`src/rtl/station_scheduler.sv`:
```
// station_scheduler
// Issue scheduler and dispatch allocator for the four reservation stations.
// Each cycle it offers the lowest-index free station to the decoder. It
// issues at most one ready station: the oldest one with no register or
// memory hazard against any older in-flight station. Age is kept in an
// order queue, q[0] being the oldest.
//
// Ports
//   clk, a_rst        clock, asynchronous active-low reset
//   id_valid/id_ready decoder dispatch handshake (see below)
//   st_feed           one-hot dispatch strobe to the chosen station
//   st_ready          per-station uOp ready
//   st_will_complete  per-station "current uOp is the final one"
//   st_a_adr/b_adr    3-bit source registers per station
//   st_bypass_b       B operand is a constant, ignore b_adr
//   st_d_adr          {we, reg[2:0]} destination per station
//   st_ld_mem         current uOp loads from memory
//   st_lock_loads     station blocks younger loads
//   st_lock_reg_wr    {valid, reg[2:0]} terminal write lock per station
//   st_lock_reg_rd    three 3-bit terminal read locks per station
//   ex_ready          execution stage accepts a uOp this cycle
//   st_ack            one-hot issue acknowledge to the station
//   iss_valid/iss_sel issue strobe and selected station index
//   occupancy         number of allocated stations (0..4)
//
// Handshakes: a dispatch transfer happens on a clock edge where
// id_valid & id_ready; an issue transfer happens on a clock edge where
// iss_valid (candidate present & ex_ready). Nothing moves otherwise, so a
// stalled candidate is presented unchanged on the following cycle.
module station_scheduler #(
    parameter int NST = 4
) (
    input  logic        clk,
    input  logic        a_rst,
    input  logic        id_valid,
    output logic        id_ready,
    output logic [3:0]  st_feed,
    input  logic [3:0]  st_ready,
    input  logic [3:0]  st_will_complete,
    input  logic [11:0] st_a_adr,
    input  logic [11:0] st_b_adr,
    input  logic [3:0]  st_bypass_b,
    input  logic [15:0] st_d_adr,
    input  logic [3:0]  st_ld_mem,
    input  logic [3:0]  st_lock_loads,
    input  logic [15:0] st_lock_reg_wr,
    input  logic [35:0] st_lock_reg_rd,
    input  logic        ex_ready,
    output logic [3:0]  st_ack,
    output logic        iss_valid,
    output logic [1:0]  iss_sel,
    output logic [2:0]  occupancy
);

    logic [NST-1:0] alloc;
    logic [1:0]     q [NST];
    logic [2:0]     q_cnt;

    logic [NST-1:0] alloc_n;
    logic [1:0]     q_n [NST];
    logic [2:0]     cnt_n;
    logic [2:0]     cnt_mid;

    logic [1:0]     feed_idx;
    logic [NST-1:0] hz [NST];   // hz[c][o]: station c conflicts with station o
    logic           found;
    logic [1:0]     cand_pos;
    logic [1:0]     cand;
    logic [NST-1:0] ret_mask;
    logic           retire;
    logic           dispatch;

    // Dispatch: lowest-index free station.
    always_comb begin
        feed_idx = 2'd0;
        for (int i = NST - 1; i >= 0; i--) begin
            if (!alloc[i]) feed_idx = 2'(i);
        end
    end

    assign id_ready = ~&alloc;
    assign dispatch = id_valid & id_ready;
    assign st_feed  = dispatch ? (4'b0001 << feed_idx) : 4'b0000;

    // Pairwise hazard matrix; only applied later for o older than c.
    always_comb begin
        logic       wr_v;
        logic [2:0] wr_r;
        logic       d_we;
        logic [2:0] d_r;
        logic       raw, waw, war, mem;
        for (int c = 0; c < NST; c++) begin
            for (int o = 0; o < NST; o++) begin
                wr_v = st_lock_reg_wr[o*4+3];
                wr_r = st_lock_reg_wr[o*4 +: 3];
                d_we = st_d_adr[c*4+3];
                d_r  = st_d_adr[c*4 +: 3];
                raw  = wr_v & ((wr_r == st_a_adr[c*3 +: 3]) |
                               (~st_bypass_b[c] & (wr_r == st_b_adr[c*3 +: 3])));
                waw  = d_we & wr_v & (wr_r == d_r);
                war  = d_we & ((d_r == st_lock_reg_rd[o*9 +: 3]) |
                               (d_r == st_lock_reg_rd[o*9+3 +: 3]) |
                               (d_r == st_lock_reg_rd[o*9+6 +: 3]));
                mem  = st_ld_mem[c] & st_lock_loads[o];
                hz[c][o] = raw | waw | war | mem;
            end
        end
    end

    // Oldest-first scan of the order queue. A station is blocked by every
    // older entry whether or not that older entry is itself ready.
    always_comb begin
        logic blocked;
        found    = 1'b0;
        cand_pos = 2'd0;
        cand     = 2'd0;
        for (int p = 0; p < NST; p++) begin
            blocked = 1'b0;
            for (int j = 0; j < p; j++) begin
                blocked = blocked | hz[q[p]][q[j]];
            end
            if (!found && (3'(p) < q_cnt) && st_ready[q[p]] && !blocked) begin
                found    = 1'b1;
                cand_pos = 2'(p);
                cand     = q[p];
            end
        end
    end

    assign iss_valid = found & ex_ready;
    assign iss_sel   = cand;
    assign st_ack    = iss_valid ? (4'b0001 << cand) : 4'b0000;
    assign ret_mask  = st_ack & st_will_complete;
    assign retire    = |ret_mask;

    // Remove the retiring entry first, then append the dispatched one at
    // the post-removal tail, so a same-cycle retire+dispatch keeps q_cnt.
    always_comb begin
        for (int p = 0; p < NST; p++) q_n[p] = q[p];
        if (retire) begin
            for (int p = 0; p < NST - 1; p++) begin
                if (2'(p) >= cand_pos) q_n[p] = q[p+1];
            end
            q_n[NST-1] = 2'd0;
        end
        cnt_mid = q_cnt - {2'b00, retire};
        if (dispatch) q_n[cnt_mid[1:0]] = feed_idx;
        cnt_n   = cnt_mid + {2'b00, dispatch};
        alloc_n = (alloc & ~ret_mask) | st_feed;
    end

    always_ff @(posedge clk or negedge a_rst) begin
        if (!a_rst) begin
            alloc <= '0;
            q_cnt <= '0;
            for (int p = 0; p < NST; p++) q[p] <= '0;
        end else begin
            alloc <= alloc_n;
            q_cnt <= cnt_n;
            for (int p = 0; p < NST; p++) q[p] <= q_n[p];
        end
    end

    assign occupancy = q_cnt;

endmodule

```
`config.mk`:
```
export PLATFORM = sky130hd
export DESIGN_NAME = station_scheduler
export DESIGN_NICKNAME = d
export VERILOG_FILES = /design/src/rtl/station_scheduler.sv
export SDC_FILE = /design/constraint.sdc
export NUM_CORES = 1
export LEC_CHECK = 0
export ABC_AREA = 1
export BUFFER_PORTS_ARGS = -buffer_cell sky130_fd_sc_hd__buf_2
export CAP_MARGIN = 20
export CELL_PAD_IN_SITES_DETAIL_PLACEMENT = 1
export CELL_PAD_IN_SITES_GLOBAL_PLACEMENT = 1
export CORE_UTILIZATION = 42
export DETAILED_ROUTE_END_ITERATION = 8
export PLACE_DENSITY = 0.95
export SKIP_CTS_REPAIR_TIMING = 1
export SYNTH_ARGS = -nofsm -noshare
export SYNTH_HDL_FRONTEND = slang
export SYNTH_SLANG_ARGS = --single-unit
export TNS_END_PERCENT = 50
```
`constraint.sdc`:
```
create_clock -name clk -period 9.03 [get_ports clk]
set_clock_uncertainty 0.15 [all_clocks]
set_input_delay 0.903 -clock clk [delete_from_list [all_inputs] [get_ports clk]]
set_output_delay 0.903 -clock clk [all_outputs]
set_load 0.03 [all_outputs]
```
After elaboration in Yosys (flattened, before gate mapping)
Cells that the tools add are included.
{"block": "word_totals", "output_inout_bits": 15, "input_bits": 116, "word_cells": 405, "register_bits": 15}
{"block": "classes", "muxes": 54, "reduce_logical": 20, "bitwise": 209, "n_eq_ne": 96, "shifts": 2, "addsub": 2, "order_cmp": 16}
{"op": "equality test 3 bit", "n": 96}
{"op": "bitwise OR 1 bit", "n": 99}
{"op": "bitwise AND 1 bit", "n": 98}
{"op": "2-to-1 mux 4 bit", "n": 8}
{"op": "2-to-1 mux 2 bit", "n": 14}
{"op": "binary-select mux 4 bit (select 2 bit)", "n": 3}
{"op": "binary-select mux 1 bit (select 2 bit)", "n": 10}
{"op": "2-to-1 mux 8 bit", "n": 2}
{"op": "2-to-1 mux 1 bit", "n": 15}
{"op": ">= comparator 3 bit (second input constant)", "n": 4}
{"op": "less-than comparator 2 x 3 -> 1 bit (second input constant)", "n": 4}
{"op": "inverter 2 -> 3 bit", "n": 4}
{"op": "logical AND 1 bit", "n": 11}
{"op": "bitwise AND 4 bit", "n": 2}
{"op": "bitwise mux 8 bit", "n": 1}
{"op": "left shift 1 x 2 -> 4 bit (first input constant)", "n": 2}
{"op": "zero test 1 bit", "n": 7}
{"op": "less-than comparator 1 x 3 -> 1 bit (first input constant)", "n": 2}
{"op": "less-than comparator 2 x 3 -> 1 bit (first input constant)", "n": 2}
{"op": "demux 2 bit (select 2 bit)", "n": 1}
{"op": ">= comparator 1 x 2 -> 1 bit (first input constant)", "n": 2}
{"op": "inverter 1 bit", "n": 4}
{"op": "inverter 4 bit", "n": 1}
{"op": "bitwise OR 4 bit", "n": 1}
{"op": "other kinds (6)", "n": 6}

Longest topological paths before layout
{"block": "depth", "ltp_word": 37, "depth_mapped": 35, "depth_no_buf": 33}

Worst setup path before layout
OpenSTA, ideal clock, no wires.
{"block": "synth_timing", "kind": "input to register", "startpoint": "input port st_d_adr[14]", "endpoint": "register q_cnt[2], in the netlist occupancy[2]", "setup_ns": 0.129, "required_time_ns": 8.751, "t_arrival_ns": 3.874, "setup_slack_ns": 4.877, "path_stages": 28, "n_path_buf": 2, "path_cell_list": "buf_4 > buf_8 > xor2_1 > nor2_1 > nand2_1 > nand3_1 > nand2_2 > nand3_1 > nand2_1 > nand3_1 > a21oi_2 > nor2_4 > nor2_8 > nand2_2 > nand2_1 > nand2_2 > nand2_4 > inv_4 > nand3_2 > nand2_4 > inv_2 > nand2_4 > ha_1 > ha_1 > inv_1 > ha_1 > xnor2_1 > xor2_1"}
{"block": "synth_between", "elab_chain_cells": 30, "elab_cells_between_ends": 93, "classes_between": "2 x add/sub; 16 x eq/ne; 1 x shift; 28 x mux; 33 x bitwise; 13 x reduce/logical"}
{"element": "start, declared", "line": "43", "source": "input logic [15:0] st_d_adr,"}
{"element": "equality test 3 bit, on equally long branches", "line": "101, 102"}
{"element": "bitwise OR 1 bit", "line": "101", "source": "war = d_we & ((d_r == st_lock_reg_rd[o*9 +: 3]) |"}
{"element": "bitwise OR 1 bit", "line": "102", "source": "(d_r == st_lock_reg_rd[o*9+3 +: 3]) |"}
{"element": "bitwise AND 1 bit", "line": "101"}
{"element": "bitwise OR 1 bit (2 in a row)", "line": "105", "source": "hz[c][o] = raw | waw | war | mem;"}
{"element": "binary-select mux 4 bit (select 2 bit)", "line": "120", "source": "blocked = blocked | hz[q[p]][q[j]];"}
{"element": "2-to-1 mux 4 bit (not written as such) (2 in a row)", "line": "120"}
{"element": "binary-select mux 1 bit (select 2 bit)", "line": "120"}
{"element": "[... 14 more ...]"}
{"element": "net iss_sel[1]", "line": "51", "source": "output logic [1:0] iss_sel,"}
{"element": "left shift 1 x 2 -> 4 bit *", "line": "132", "source": "assign st_ack = iss_valid ? (4'b0001 << cand) : 4'b0000;"}
{"element": "2-to-1 mux 4 bit *", "line": "132"}
{"element": "bitwise AND 4 bit *", "line": "133", "source": "assign ret_mask = st_ack & st_will_complete;"}
{"element": "OR reduction 4 bit *", "line": "134", "source": "assign retire = |ret_mask;"}
{"element": "subtractor 3 x 1 -> 3 bit *", "line": "146", "source": "cnt_mid = q_cnt - {2'b00, retire};"}
{"element": "adder 3 x 1 -> 3 bit *", "line": "148", "source": "cnt_n = cnt_mid + {2'b00, dispatch};"}
{"element": "net cnt_n[2]", "line": "61", "source": "logic [2:0] cnt_n;"}
{"element": "end signal, assigned", "line": "159", "source": "q_cnt <= cnt_n;"}
{"element": "end, declared", "line": "57", "source": "logic [2:0] q_cnt;"}
The timed path passes the listed nets; every way through them passes the cells marked *. The select of a mux whose other input is x is not followed.

==> results.ini <==
[grt]
antenna_found_initial=0
grt_max_degree=21
first_global_vias=9805
grt.total_usage=0.342
overflow=0
wire_length_of_the_first_global_routing_pass_mm=48.2

[synthesis]
yosys.cell_count.top_type=sky130_fd_sc_hd__nand2_1
synth.ff_latch_count=15
synth.yosys.seq_area_share=0.0528
yosys.cell_types.count=37
dominantRegCellSynth=sky130_fd_sc_hd__dfrtp_1
syn-mean-instance-area_sq_um=5.22
synthesis.instances=1363
synthesis.area_sq_um=7120
synth-edff-count=0
synth-async-reset-ratio=1.00
synth_largest_type_area_fraction=0.320
synth-warning-count=0
mappedNetlistNets=1483
synth_commonest_cells=sky130_fd_sc_hd__nand2_1 (606), sky130_fd_sc_hd__nand3_1 (150), sky130_fd_sc_hd__nor2_1 (113)
largest_cells_by_area_after_synthesis=sky130_fd_sc_hd__nand2_1 (32%), sky130_fd_sc_hd__xnor2_1 (13%), sky130_fd_sc_hd__nand3_1 (11%)
yosys.area.top_type=sky130_fd_sc_hd__nand2_1

[critical_path]
timing.critical_path.from_type=primary input
worstSetupEndpointType=flip-flop
cp_slowest_stage_delay_ps=410
timing.critical_path.buf_inv=5
timing.critical_path.slowest_stage_cell=sky130_fd_sc_hd__buf_2
crit_path_frequent_cell=sky130_fd_sc_hd__nand2_1
cell_family_with_most_cp_delay=simple AND/OR/NAND/NOR gates
endpoint_arrival_time_on_the_critical_path_ps=5020
critical_path_required_ps=9040
critical_path.max_fanout=17
crit_type=primary input to flip-flop

[sta]
post_route_fraction_of_the_period_consumed_by_the_critical_path=0.555
rsz0062_at_grt=false
timing_hold_violations_final=0
hold_ws_ps=382
finalWorstSetupSlack_ps=4020
final.setup.tns_ps=0
timing_worst_slew_pin_value_ps=676
report.final.setup_viol=0
timing.final.max_slew_violations=0
relSlewSlack=0.549
post-route-min-period_ps=5010
clock.fmax_mhz=200

[clock_network]
cts.sinks=15
cts_tree=built
total_number_of_h_tree_levels=1
worst_skew_pair_latency_ps=250
clock_tree.buffer_depth=2
clock_tree.root_cell=sky130_fd_sc_hd__clkbuf_16
clk_transition_reported_paths_ps=50
cts-buffers-inserted=3

[route]
vias_per_cell=5.69
route.vias.total=9321
routed_wirelength_mm=30.2
post-route-drc-count=0
count_of_tritonroute_iterations_in_the_first_routing_pass=5
final_antenna_net_count=0
drt-wirelength-per-cell_um=18.5
detailedRoute.firstIterationViolations=739

[cells_and_area]
final_area_sq_um=7490
fraction_of_final_layout_cells_with_drive_strength_greater_than_1=0.158
final_nets=1538
flow.area_growth_from_synthesis_pct=5.26
n_antenna_cell=0
final_core_util=0.452

[hold_path]
min_path_type=flip-flop to flip-flop

[pwr]
power.ir.vdd_worst_mv=0.226
power_per_cell_area_nw_per_um2=206
standby_leakage_power_uw=0.00424

[die]
design.core.area_sq_um=16600
floorplan.initialDensity=0.429
dieArea_sq_um=17500
std_cell_rows=47
top_level_ports=131
die_y_um=132
die_w_um=132

[placed_design]
placement.setup.worst_slack_ps=3890
place.port_buffers=130
post_placement_cell_area_sq_um=7410
gp_congestion=0.964
dpl_wire_length_mm=23.3

[outcome]
result_of_the_run=finished, final reports clean

[run]
drv.max_cap_violation_count=0

-- flip-flops by register name, indices dropped and copies added (netlist names) --
signal and flops:
q 8, alloc 4, occupancy 3
-- metrics by stage --
step                total power (uW)  instances
CTS                             1530       1637
global route                    1660       1637
detailed placement              1430       1633
finish                          1540       1637
floorplan                       1120       1363
global placement                1350       1633
-- worst min-delay path, stage by stage (launching register included) --
cell and delay, ps:
sky130_fd_sc_hd__dfrtp_1 360, sky130_fd_sc_hd__nand2_1 70, sky130_fd_sc_hd__o21ai_0 60
-- metal layers --
| metal | global-route usage | vias up | share of wire |
|---|---|---|---|
| met3 | 0.0434 | 128 | 0.069 |
| met1 | 0.384 | 4423 | 0.39 |
| li1 | - | 4317 | - |
| met4 | 0.208 | 0 | 0.055 |
| met5 | 0 | - | 0 |
| met2 | 0.613 | 453 | 0.48 |
-- kinds of logic after synthesis --
kind of cell / count (synthesis) / synth area share
buffers and inverters: 203 / 0.155
flip-flops: 15 / 0.0528
AND/OR/NAND/NOR: 970 / 0.601
AO/OA/AOI/OAI: 58 / 0.0450
XOR/XNOR: 113 / 0.139
adder cells (fa/ha/maj): 4 / 0.00703
-- path summary, 6_finish.rpt --
path | startpoint | to | slack, ps | cells after the start
worst max register to register | q[2]$_DFF_PN0_ | q[4]$_DFF_PN0_ | 4610 | 23
min in group asynchronous | a_rst | alloc[3]$_DFF_PN0_ | 400 | 1
worst min-delay path | alloc[3]$_DFF_PN0_ | alloc[3]$_DFF_PN0_ | 380 | 2
worst max-delay path | st_d_adr[1] | q[4]$_DFF_PN0_ | 4020 | 30
worst min register to register | alloc[3]$_DFF_PN0_ | alloc[3]$_DFF_PN0_ | 380 | 2
max in group asynchronous | a_rst | q[3]$_DFF_PN0_ | 8060 | 1
-- power by group --
| group | switching, uW | internal, uW | total, uW |
|---|---|---|---|
| sequential | 78.4 | 102 | 181 |
| combinational | 871 | 400 | 1270 |
| clock | 29.6 | 60.0 | 89.6 |
| total | 979 | 562 | 1540 |
-- placed cells by master, fill, tap and decap left out --
cell type / n
sky130_fd_sc_hd__nand2_1: 606
sky130_fd_sc_hd__nand3_1: 150
sky130_fd_sc_hd__buf_2: 130
sky130_fd_sc_hd__nor2_1: 113
sky130_fd_sc_hd__xnor2_1: 109
sky130_fd_sc_hd__inv_1: 98
sky130_fd_sc_hd__nand4_1: 32
sky130_fd_sc_hd__inv_2: 21
sky130_fd_sc_hd__a21oi_1: 20
sky130_fd_sc_hd__nand2_2: 18
sky130_fd_sc_hd__o21ai_1: 17
sky130_fd_sc_hd__nand3_2: 15
sky130_fd_sc_hd__dfrtp_1: 15
sky130_fd_sc_hd__o21ai_0: 11
sky130_fd_sc_hd__nand2_4: 9
sky130_fd_sc_hd__nor2_2: 7
sky130_fd_sc_hd__nor2_4: 7
sky130_fd_sc_hd__xor2_1: 4
sky130_fd_sc_hd__nor3_1: 4
sky130_fd_sc_hd__inv_4: 4
sky130_fd_sc_hd__ha_1: 4
sky130_fd_sc_hd__a21oi_2: 3
sky130_fd_sc_hd__nor2_8: 3
sky130_fd_sc_hd__nor4_1: 3
sky130_fd_sc_hd__clkbuf_16: 3
sky130_fd_sc_hd__a21boi_1: 2
sky130_fd_sc_hd__nand4_2: 2
sky130_fd_sc_hd__o22ai_1: 1
sky130_fd_sc_hd__nand3_4: 1
sky130_fd_sc_hd__a21o_1: 1
sky130_fd_sc_hd__o21ai_2: 1
sky130_fd_sc_hd__a22oi_1: 1
sky130_fd_sc_hd__o2111ai_1: 1
sky130_fd_sc_hd__clkbuf_1: 1
-- cell type report --
type / instances / area [sq um]
clock buffers: 4 / 78.8
well taps: 220 / 275
flip-flops and latches: 15 / 375
repair buffers: 130 / 651
inverters: 123 / 472
fillers: 2571 / 9090
multi-input cells: 1145 / 5640
Power figures use the tool's default switching activity.
